==> src/rtl/instr_fetch_unit_pkg.sv <==
// Shared fetch-stage types and default widths.
// The PC block uses the same width constants.
package instr_fetch_unit_pkg;

   localparam int unsigned ADDR_W_DEF  = 16;
   localparam int unsigned INSTR_W_DEF = 16;

   typedef enum logic [1:0] {
      ST_REQ   = 2'd0,
      ST_WAIT  = 2'd1,
      ST_DRAIN = 2'd2,
      ST_HOLD  = 2'd3
   } ifu_state_e;

endpackage

==> src/rtl/instr_fetch_unit.sv <==
// Instruction fetch stage: one outstanding imem read, PC control,
// registered instruction/PC handoff to the decoder.
module instr_fetch_unit
   import instr_fetch_unit_pkg::*;
#(
   parameter int unsigned ADDR_W  = ADDR_W_DEF,
   parameter int unsigned INSTR_W = INSTR_W_DEF
) (
   input  logic               clk,
   input  logic               reset_n,
   input  logic               fetch_en,
   input  logic [ADDR_W-1:0]  pc_cur,
   output logic               pc_enable,
   output logic               pc_load,
   output logic [ADDR_W-1:0]  pc_in,
   output logic               imem_req_valid,
   input  logic               imem_req_ready,
   output logic [ADDR_W-1:0]  imem_addr,
   input  logic               imem_rsp_valid,
   input  logic [INSTR_W-1:0] imem_rsp_data,
   output logic               out_valid,
   input  logic               out_ready,
   output logic [INSTR_W-1:0] out_instr,
   output logic [ADDR_W-1:0]  out_pc,
   input  logic               redirect_valid,
   input  logic [ADDR_W-1:0]  redirect_pc
);

   ifu_state_e         state_q, state_d;
   logic [ADDR_W-1:0]  req_pc_q, req_pc_d;
   logic [INSTR_W-1:0] instr_q, instr_d;
   logic [ADDR_W-1:0]  opc_q, opc_d;

   logic redir;
   logic req_fire;

   // Gate with reset_n so every output is quiet while in reset.
   assign redir = reset_n & redirect_valid;

   assign imem_req_valid = reset_n
                         & (state_q == ST_REQ)
                         & fetch_en
                         & ~redirect_valid;
   assign imem_addr = reset_n ? pc_cur : '0;
   assign req_fire  = imem_req_valid & imem_req_ready;

   assign pc_enable = redir | req_fire;
   assign pc_load   = redir;
   assign pc_in     = redir ? redirect_pc : '0;

   assign out_valid = reset_n
                    & (state_q == ST_HOLD)
                    & ~redirect_valid;
   assign out_instr = instr_q;
   assign out_pc    = opc_q;

   always_comb begin
      state_d  = state_q;
      req_pc_d = req_pc_q;
      instr_d  = instr_q;
      opc_d    = opc_q;
      unique case (state_q)
         ST_REQ: begin
            if (req_fire) begin
               state_d  = ST_WAIT;
               req_pc_d = pc_cur;
            end
         end
         ST_WAIT: begin
            if (redirect_valid) begin
               state_d = imem_rsp_valid ? ST_REQ
                                        : ST_DRAIN;
            end else if (imem_rsp_valid) begin
               state_d = ST_HOLD;
               instr_d = imem_rsp_data;
               opc_d   = req_pc_q;
            end
         end
         // Stale data is dropped whether or not a redirect hits too.
         ST_DRAIN: begin
            if (imem_rsp_valid) state_d = ST_REQ;
         end
         ST_HOLD: begin
            if (redirect_valid || (out_valid && out_ready))
               state_d = ST_REQ;
         end
         default: state_d = ST_REQ;
      endcase
   end

   always_ff @(posedge clk or negedge reset_n) begin
      if (!reset_n) begin
         state_q  <= ST_REQ;
         req_pc_q <= '0;
         instr_q  <= '0;
         opc_q    <= '0;
      end else begin
         state_q  <= state_d;
         req_pc_q <= req_pc_d;
         instr_q  <= instr_d;
         opc_q    <= opc_d;
      end
   end

endmodule

==> config.mk <==
export PLATFORM = sky130hd
export DESIGN_NAME = instr_fetch_unit
export DESIGN_NICKNAME = d
export VERILOG_FILES = /design/src/rtl/instr_fetch_unit_pkg.sv /design/src/rtl/instr_fetch_unit.sv
export SDC_FILE = /design/constraint.sdc
export NUM_CORES = 1
export LEC_CHECK = 0
export BUFFER_PORTS_ARGS = -buffer_cell sky130_fd_sc_hd__buf_4
export CAP_MARGIN = 20
export CORE_MARGIN = 5
export CORE_UTILIZATION = 45
export DETAILED_ROUTE_END_ITERATION = 6
export PLACE_DENSITY_LB_ADDON = 0.15
export SETUP_SLACK_MARGIN = 0.05
export SKIP_CTS_REPAIR_TIMING = 1
export SLEW_MARGIN = 0
export SYNTH_ARGS = -nofsm -noshare
export SYNTH_HDL_FRONTEND = slang
export SYNTH_SLANG_ARGS = --single-unit
==> constraint.sdc <==
create_clock -name clk -period 2 [get_ports clk]
set_input_delay 0.1 -clock clk [delete_from_list [all_inputs] [get_ports clk]]
set_output_delay 0.1 -clock clk [all_outputs]
set_load 0.005 [all_outputs]
==> flow_summary.ini, run 1 <==
[cells_and_area]
final_cell_mix = 122 x buf_4, 50 x dfrtp_1, 39 x mux2_4, 17 x and2_1, 17 x and3_1
final_nets = 336
final_common_cell = buf_4
areaGrowthSynthToFinish_pct = 45.7
antenna_cells = 0
final_layout_size_suffix_gt1_frac = 0.663
final_cells = 352

[flow_run]
max_cap_violations = 0

[clock_tree]
cts_max_path_buffers = 2
cts_max_level = 2
cts_tree = built
clock-sinks = 50
cts_buffers = 5
clk_latency_ns = 0.29
clkTransAtPathRegs_ns = 0.09
clockRootBuffer = clkbuf_8

[logic_synthesis]
synth-edff-count = 0
syn_inst = 159
synth.distinct_cells = 21
syn_area_sq_um = 2410
synth-warning-count = 0
async_flop_share = 1.00
synth_fp_nets = 214
synth.yosys.seq_area_share = 0.520
synth_seq_cells = 50
syn_area_per_cell_sq_um = 15.1
synth_ff_type = dfrtp_1

[floorplanning]
die_h_um = 83.1
pin_count = 123
die_w_um = 83.1
dieArea_sq_um = 6910
rows = 26
initial_core_util = 0.468
core_region_area_sq_um = 5140

[critical_path]
startpoint_type = primary input
path_buf_inv = 4
critical_path_required_ns = 1.90
cp-end-kind = primary output
r2r_slack_ns = 0.32
crit_top_cell = buf_4
r2r_start = state_q[0]
crit_family = buffers and inverters
r2r_cells = 4
critPathArrivalTime_ns = 1.72
slowest_delay_ns = 0.54
critPathMaxFanout = 17
timing.critical_path.cells = dlygate4sd3_1 > buf_4 > nor4b_4 > and3_1 > buf_8 > or2_2 > buf_4
r2r-end = out_pc[13]
cpMaxStageDelayCell = dlygate4sd3_1
crit_type = in2out

[timing]
layout_setup_ws_ns = 0.181
slew_headroom = 0.755
fin_worst_skew_ns = 0.00501
worst_slew_pin_slew_ns = 0.367
setup_tns_ns = 0
fmax_mhz = 550
finalHoldViolCount = 0
rsz0062_at_grt = no
setup_viol = 0
slew_violations = 0
period_needed_ns = 1.82
min_period_over_period = 0.909
hold-worst-slack_ns = 0.0261

[routing]
wl_per_cell_um = 15.6
drt_iter0_markers = 69
antenna_left = 0
firstDrtPassIters = 4
drt_wl_total_um = 5480
vias_per_cell = 4.78
drc = 0
num_vias = 1681

[global_route]
antenna_found_initial = 0
track_usage = 0.161
grt_max_degree = 87
gr-total-overflow = 0
grt_pass1_vias = 1824
grt_pass1_wl_um = 9110

[min_path]
min_path_type = in2reg
hold_end = out_instr[12]
hp-start = imem_rsp_data[12]
hold_depth = 2

[power]
leakage_nw = 1.82
p_per_area_nw_per_um2 = 1150
swShare = 0.244
internal_power_mw = 3.06
power_frac_seq = 0.429
clkPwrFrac = 0.211
switching_power_mw = 0.987
p_comb_frac = 0.359
ir_worst_vdd_uv = 595

[place]
post-place-cells = 343
place_congestion = 0.768
portBuffers = 122
post-dp-hpwl_um = 4140
pre_cts_ws_ns = 0.292

[status]
outcome = finished, final reports clean
==> power groups by stage <==
| stage | registers, mW | clock network, mW | logic [mW] |
|---|---|---|---|
| after floorplan | 1.73 | 0 | 0.728 |
| after global placement | 1.74 | 0 | 1.44 |
| after detailed placement | 1.75 | 0 | 1.48 |
| after CTS | 1.74 | 0.876 | 1.48 |
| after global routing | 1.80 | 0.918 | 1.57 |
| final | 1.74 | 0.855 | 1.45 |
==> cell type report <==
cell class              count  area, sq um
flip-flops and latches     50         1250
well taps                  70         87.6
fillers                   390         1630
clock inverters             2         60.1
multi-input cells          97         1020
repair buffers            127         1000
clock buffers               6         82.6
==> flip-flops by register name, indices dropped and copies added (netlist names) <==
name,flops
out_pc,16
req_pc_q,16
out_instr,16
state_q,2
==> cell families (layout without fill, tap and decap cells) <==
| group | after synthesis | count (layout) | synth area share |
|---|---|---|---|
| DFF | 50 | 50 | 0.520 |
| muxes | 49 | 49 | 0.290 |
| and+or+nand+nor | 44 | 44 | 0.124 |
| buffers and inverters | 12 | 135 | 0.0551 |
| AOI/OAI and AO/OA | 3 | 3 | 0.00780 |
| xor gates and xnor gates | 1 | 1 | 0.00364 |
==> cell usage after synthesis (all sizes together), types with 3 or more instances <==
master | count | area (sq um)
nand2 | 3 | 11.3
and2 | 18 | 114
clkbuf | 5 | 18.8
mux2 | 48 | 687
buf | 7 | 114
dfrtp | 50 | 1250
and3 | 17 | 106
==> stage by stage <==
| step | area [sq um] | total power [mW] | utilization |
|---|---|---|---|
| finish | 3510 | 4.04 | 0.682 |
| global route | 3510 | 4.29 | 0.682 |
| CTS | 3490 | 4.10 | 0.679 |
| detailed placement | 3350 | 3.23 | 0.651 |
| global placement | 3350 | 3.18 | 0.651 |
| floorplan | 2410 | 2.45 | - |
==> worst max path at each step <==
stage / startpoint / endpoint / slack (ns) / cells past startpoint
4_1_cts: state_q[1] / pc_enable / 0.09 / 5
5_1_grt: state_q[1] / pc_enable / 0.05 / 5
2_1_floorplan: state_q[1] / req_pc_q[10] / 0.45 / 5
3_5_place_dp: state_q[1] / req_pc_q[15] / 0.29 / 4
6_report: reset_n / pc_enable / 0.18 / 7
3_3_place_gp: state_q[1] / req_pc_q[15] / 0.34 / 4
==> routing by layer <==
metal  vias up  track usage  wire length (um)
met4         0       0.0431                85
met1       793        0.195              2290
met5         -            0                 0
met3         9       0.0693               484
met2        85        0.264              2610
li1        794            -                 -
No activity file was read; power rests on OpenSTA's default activity.
==> inputs of run 2 (changes only) <==
SETUP_SLACK_MARGIN = 0.3   (was 0.05)
==> flow_summary.ini, run 2 (synthesis results as in run 1) <==
[place]
place_congestion = 0.768
portBuffers = 122
post-dp-hpwl_um = 4140

[clock_tree]
cts_tree = built
clock-sinks = 50
clkTransAtPathRegs_ns = 0.09
clk_latency_ns = 0.29
cts_max_level = 2
cts_max_path_buffers = 2
clockRootBuffer = clkbuf_8
cts_buffers = 5

[power]
swShare = 0.244
clkPwrFrac = 0.211
power_mw = 4.07
p_comb_frac = 0.363
power_frac_seq = 0.427
switching_power_mw = 0.993
internal_power_mw = 3.07
p_per_area_nw_per_um2 = 1150
ir_worst_vdd_uv = 597
leakage_nw = 1.84

[critical_path]
cp-end-kind = register
critPathArrivalTime_ns = 1.90
r2r_start = state_q[1]
critical_path_required_ns = 2.18
cpMaxStageDelayCell = dfrtp_2
startpoint_type = register
timing.critical_path.cells = nor4b_4 > and3_4 > buf_12 > buf_4 > mux2_4
critPathMaxFanout = 8
crit_type = reg2reg
cp-startpoint = state_q[1]
slowest_delay_ns = 0.45

[timing]
setup_viol = 0
finalHoldViolCount = 50
slew_headroom = 0.763
rsz0062_at_grt = yes
slew_violations = 0
fmax_mhz = 583
hold-worst-slack_ns = -0.185
setup_tns_ns = 0
period_needed_ns = 1.72
fin_worst_skew_ns = 0.00455
min_period_over_period = 0.858
worst_slew_pin_slew_ns = 0.356

[global_route]
grt_max_degree = 87
grt_pass1_wl_um = 9110
gr-total-overflow = 0
antenna_found_initial = 0
grt_pass1_vias = 1824
track_usage = 0.161

[status]
outcome = finished with violations
violations = negative hold slack

[routing]
drc = 0
wl_per_cell_um = 15.5
antenna_left = 0
num_vias = 1694
drt_iter0_markers = 52
drt_wl_total_um = 5510
vias_per_cell = 4.76
firstDrtPassIters = 4

[cells_and_area]
seqCellArea_sq_um = 1250
antenna_cells = 0
areaGrowthSynthToFinish_pct = 47.5
final_nets = 340
fillers = 390
final_layout_size_suffix_gt1_frac = 0.682
final_cell_mix = 126 x buf_4, 48 x dfrtp_1, 39 x mux2_4, 17 x and2_1, 16 x and3_1
multi_input_area_sq_um = 1030
final_common_cell = buf_4

[min_path]
min_path_type = in2async

[floorplanning]
die_w_um = 83.1
dieArea_sq_um = 6910
rows = 26
die_h_um = 83.1
pin_count = 123
core_region_area_sq_um = 5140
initial_core_util = 0.468

[flow_run]
max_cap_violations = 0
## run 2: worst paths after layout
check / to / slack (ns) / cells past startpoint
worst max-delay path: req_pc_q[6] / 0.28 / 5
worst min-delay path: out_instr[12] / -0.19 / 2
worst max register to register: req_pc_q[6] / 0.28 / 5
worst min register to register: out_pc[1] / 0.51 / 1
max in group asynchronous: state_q[0] / 1.88 / 2
min in group clk: out_instr[12] / 0.03 / 2
## run 2: power by group through the flow
stage	logic (mW)	clock network, mW	registers (mW)
final	1.47	0.856	1.74
after global routing	1.59	0.918	1.80
after CTS	1.48	0.876	1.74
after detailed placement	1.48	0	1.75
after global placement	1.44	0	1.74
after floorplan	0.728	0	1.73
## run 2: area by class of cell
| class | instances | share of cell area |
|---|---|---|
| tap | 70 | 0.0247 |
| sequential | 50 | 0.353 |
| clock inverter | 2 | 0.0169 |
| timing repair buffer | 131 | 0.292 |
| multi-input combinational | 97 | 0.290 |
| clock buffer | 6 | 0.0233 |
## run 2: worst max-delay path, delay by kind of cell, from the launching register on
family,cells,cell delay [ns]
simple gates,2,0.54
flops,1,0.45
mux,1,0.32
buf+inv,2,0.29
## run 2: per-stage QoR
step / instance area (sq um) / std cells / worst slack (ns) / util / hold WS (ns)
global route: 3550 / 356 / 0.234 / 0.691 / -0.159
global placement: 3350 / 343 / 0.343 / 0.651 / 0.161
finish: 3550 / 356 / 0.283 / 0.691 / -0.185
detailed placement: 3350 / 343 / 0.292 / 0.651 / 0.161
floorplan: 2410 / 159 / 0.446 / - / -0.196
CTS: 3490 / 351 / 0.0882 / 0.679 / -0.170
## run 2: layer usage
layer,part of all wire,global-route usage,vias to the layer above
met5,0,0,-
met4,0.016,0.0431,0
met3,0.089,0.0693,10
met2,0.48,0.264,85
met1,0.42,0.195,798
li1,-,-,801
==> inputs of run 3 (changes only) <==
ABC_AREA = 1   (was not set)
==> flow_summary.ini, run 3 <==
[status]
outcome = finished, final reports clean

[power]
internal_power_mw = 2.62
power_frac_seq = 0.458
power_mw = 3.92
p_per_area_nw_per_um2 = 1130
leakage_nw = 2.12
clkPwrFrac = 0.168
swShare = 0.330
p_comb_frac = 0.374
switching_power_mw = 1.29
ir_worst_vdd_uv = 449

[floorplanning]
die_h_um = 82.3
die_w_um = 82.3
dieArea_sq_um = 6770
rows = 26
core_region_area_sq_um = 5070
pin_count = 123
initial_core_util = 0.463

[routing]
vias_per_cell = 4.46
drt_wl_total_um = 6120
drc = 0
num_vias = 2229
m1WireLength_um = 2680
met2_length_um = 2750
highest_layer = met4
antenna_left = 0
wl_per_cell_um = 12.2
drt_iter0_markers = 120
firstDrtPassIters = 5
route.met3.wl_um = 611

[cells_and_area]
final_cell_mix = 127 x buf_4, 89 x nand2_1, 68 x inv_1, 50 x dfrtp_1, 31 x o21ai_0
final_layout_size_suffix_gt1_frac = 0.333
fillers = 454
antenna_cells = 0
seqCellArea_sq_um = 1250
final_cells = 500
design_area_sq_um = 3480
final_common_cell = buf_4
final_nets = 484
multi_input_area_sq_um = 782
areaGrowthSynthToFinish_pct = 48.0
postLayoutCoreUtil = 0.685

[place]
portBuffers = 122
place_congestion = 0.776
postPlaceCellArea_sq_um = 3300
post-place-cells = 486
pre_cts_ws_ns = 0.390
post-dp-hpwl_um = 4450

[timing]
fmax_mhz = 605
setup_tns_ns = 0
layout_setup_ws_ns = 0.346
worst_slew_pin_slew_ns = 0.668
hold-worst-slack_ns = 0.0411
setup_viol = 0
slew_violations = 0
finalHoldViolCount = 0
fin_worst_skew_ns = 0.00591
slew_headroom = 0.553
min_period_over_period = 0.827
rsz0062_at_grt = yes
period_needed_ns = 1.65

[clock_tree]
clkTransAtPathRegs_ns = 0.09
clk_latency_ns = 0.29
clockRootBuffer = clkbuf_8
clock-sinks = 50
cts_tree = built
cts_buffers = 5
cts_max_path_buffers = 2
cts_max_level = 2

[critical_path]
startpoint_type = register
slowest_delay_ns = 0.50
r2r-end = out_instr[13]
r2r_cells = 5
cp-end-kind = primary output
cpMaxStageDelayCell = dfrtp_1
critPathArrivalTime_ns = 1.55
r2r_slack_ns = 0.57
r2r_start = state_q[0]
critPathMaxFanout = 17
timing.critical_path.cells = nor3_4 > nand2_4 > nand2_1 > buf_4
crit_type = reg2out
critical_path_required_ns = 1.90

[logic_synthesis]
synth.area.top_cells = dfrtp_1 53%, nand2_1 14%, inv_1 11%
yosys.area.top_type = dfrtp_1
synth.distinct_cells = 22
syn_inst = 305
yosysTopAreaCellShare = 0.532
async_flop_share = 1.00
synth_ff_type = dfrtp_1
syn_area_per_cell_sq_um = 7.70
synth-warning-count = 0
yosys.cell_count.top_type = nand2_1
synth_seq_cells = 50
synth-edff-count = 0
ys_top_cells_by_count = 89 x nand2_1, 68 x inv_1, 50 x dfrtp_1, 31 x o21ai_0, 21 x nor2_1
synth_fp_nets = 360
synth.yosys.seq_area_share = 0.532
syn_area_sq_um = 2350

[global_route]
grt_pass1_wl_um = 9510
grt_max_degree = 65
grt_pass1_vias = 2264
gr-total-overflow = 0
track_usage = 0.180
antenna_found_initial = 0

[flow_run]
max_cap_violations = 0

[min_path]
min_path_type = in2reg
hold_depth = 3
hp-start = pc_cur[0]
hold_end = req_pc_q[0]
[run 3: worst max path at each step]
stage	startpoint	end	slack, ns	cells past startpoint
floorplan	state_q[1]	req_pc_q[10]	0.68	6
global placement	state_q[1]	out_instr[12]	0.49	3
detailed placement	state_q[0]	out_instr[13]	0.39	4
CTS	state_q[1]	pc_enable	0.19	4
global route	state_q[0]	pc_enable	0.23	4
finish	state_q[1]	pc_enable	0.35	4
[run 3: metal layers]
layer,track usage,vias to the layer above
met2,0.302,94
met5,0,-
li1,-,1150
met3,0.0521,6
met4,0.0598,0
met1,0.221,979
[run 3: layout make-up]
| type | instances | share of cell area |
|---|---|---|
| flip-flops and latches | 50 | 0.360 |
| well taps | 70 | 0.0252 |
| multi-input cells | 172 | 0.225 |
| clock buffers | 8 | 0.0317 |
| inverters | 70 | 0.0756 |
| repair buffers | 130 | 0.283 |
[run 3: cells by family (layout without fill, tap and decap cells)]
| logic type | Yosys count | count (layout) | share of synthesized area |
|---|---|---|---|
| DFF | 50 | 50 | 0.532 |
| and+or+nand+nor | 135 | 136 | 0.248 |
| buffers and inverters | 84 | 208 | 0.142 |
| AOI/OAI and AO/OA | 36 | 36 | 0.0777 |
[run 3: critical path: cells and delay by family, from the launching register on]
kind,cells,cell delay [ns]
AND/OR/NAND/NOR,3,0.63
flip-flops,1,0.50
buffers and inverters,1,0.12
[run 3: power groups by stage]
stage | logic (mW) | clock network, mW | registers, mW
CTS | 1.45 | 0.673 | 1.79
detailed placement | 1.45 | 0 | 1.81
global placement | 1.40 | 0 | 1.80
global route | 1.69 | 0.712 | 1.86
finish | 1.47 | 0.658 | 1.79
floorplan | 0.664 | 0 | 1.78
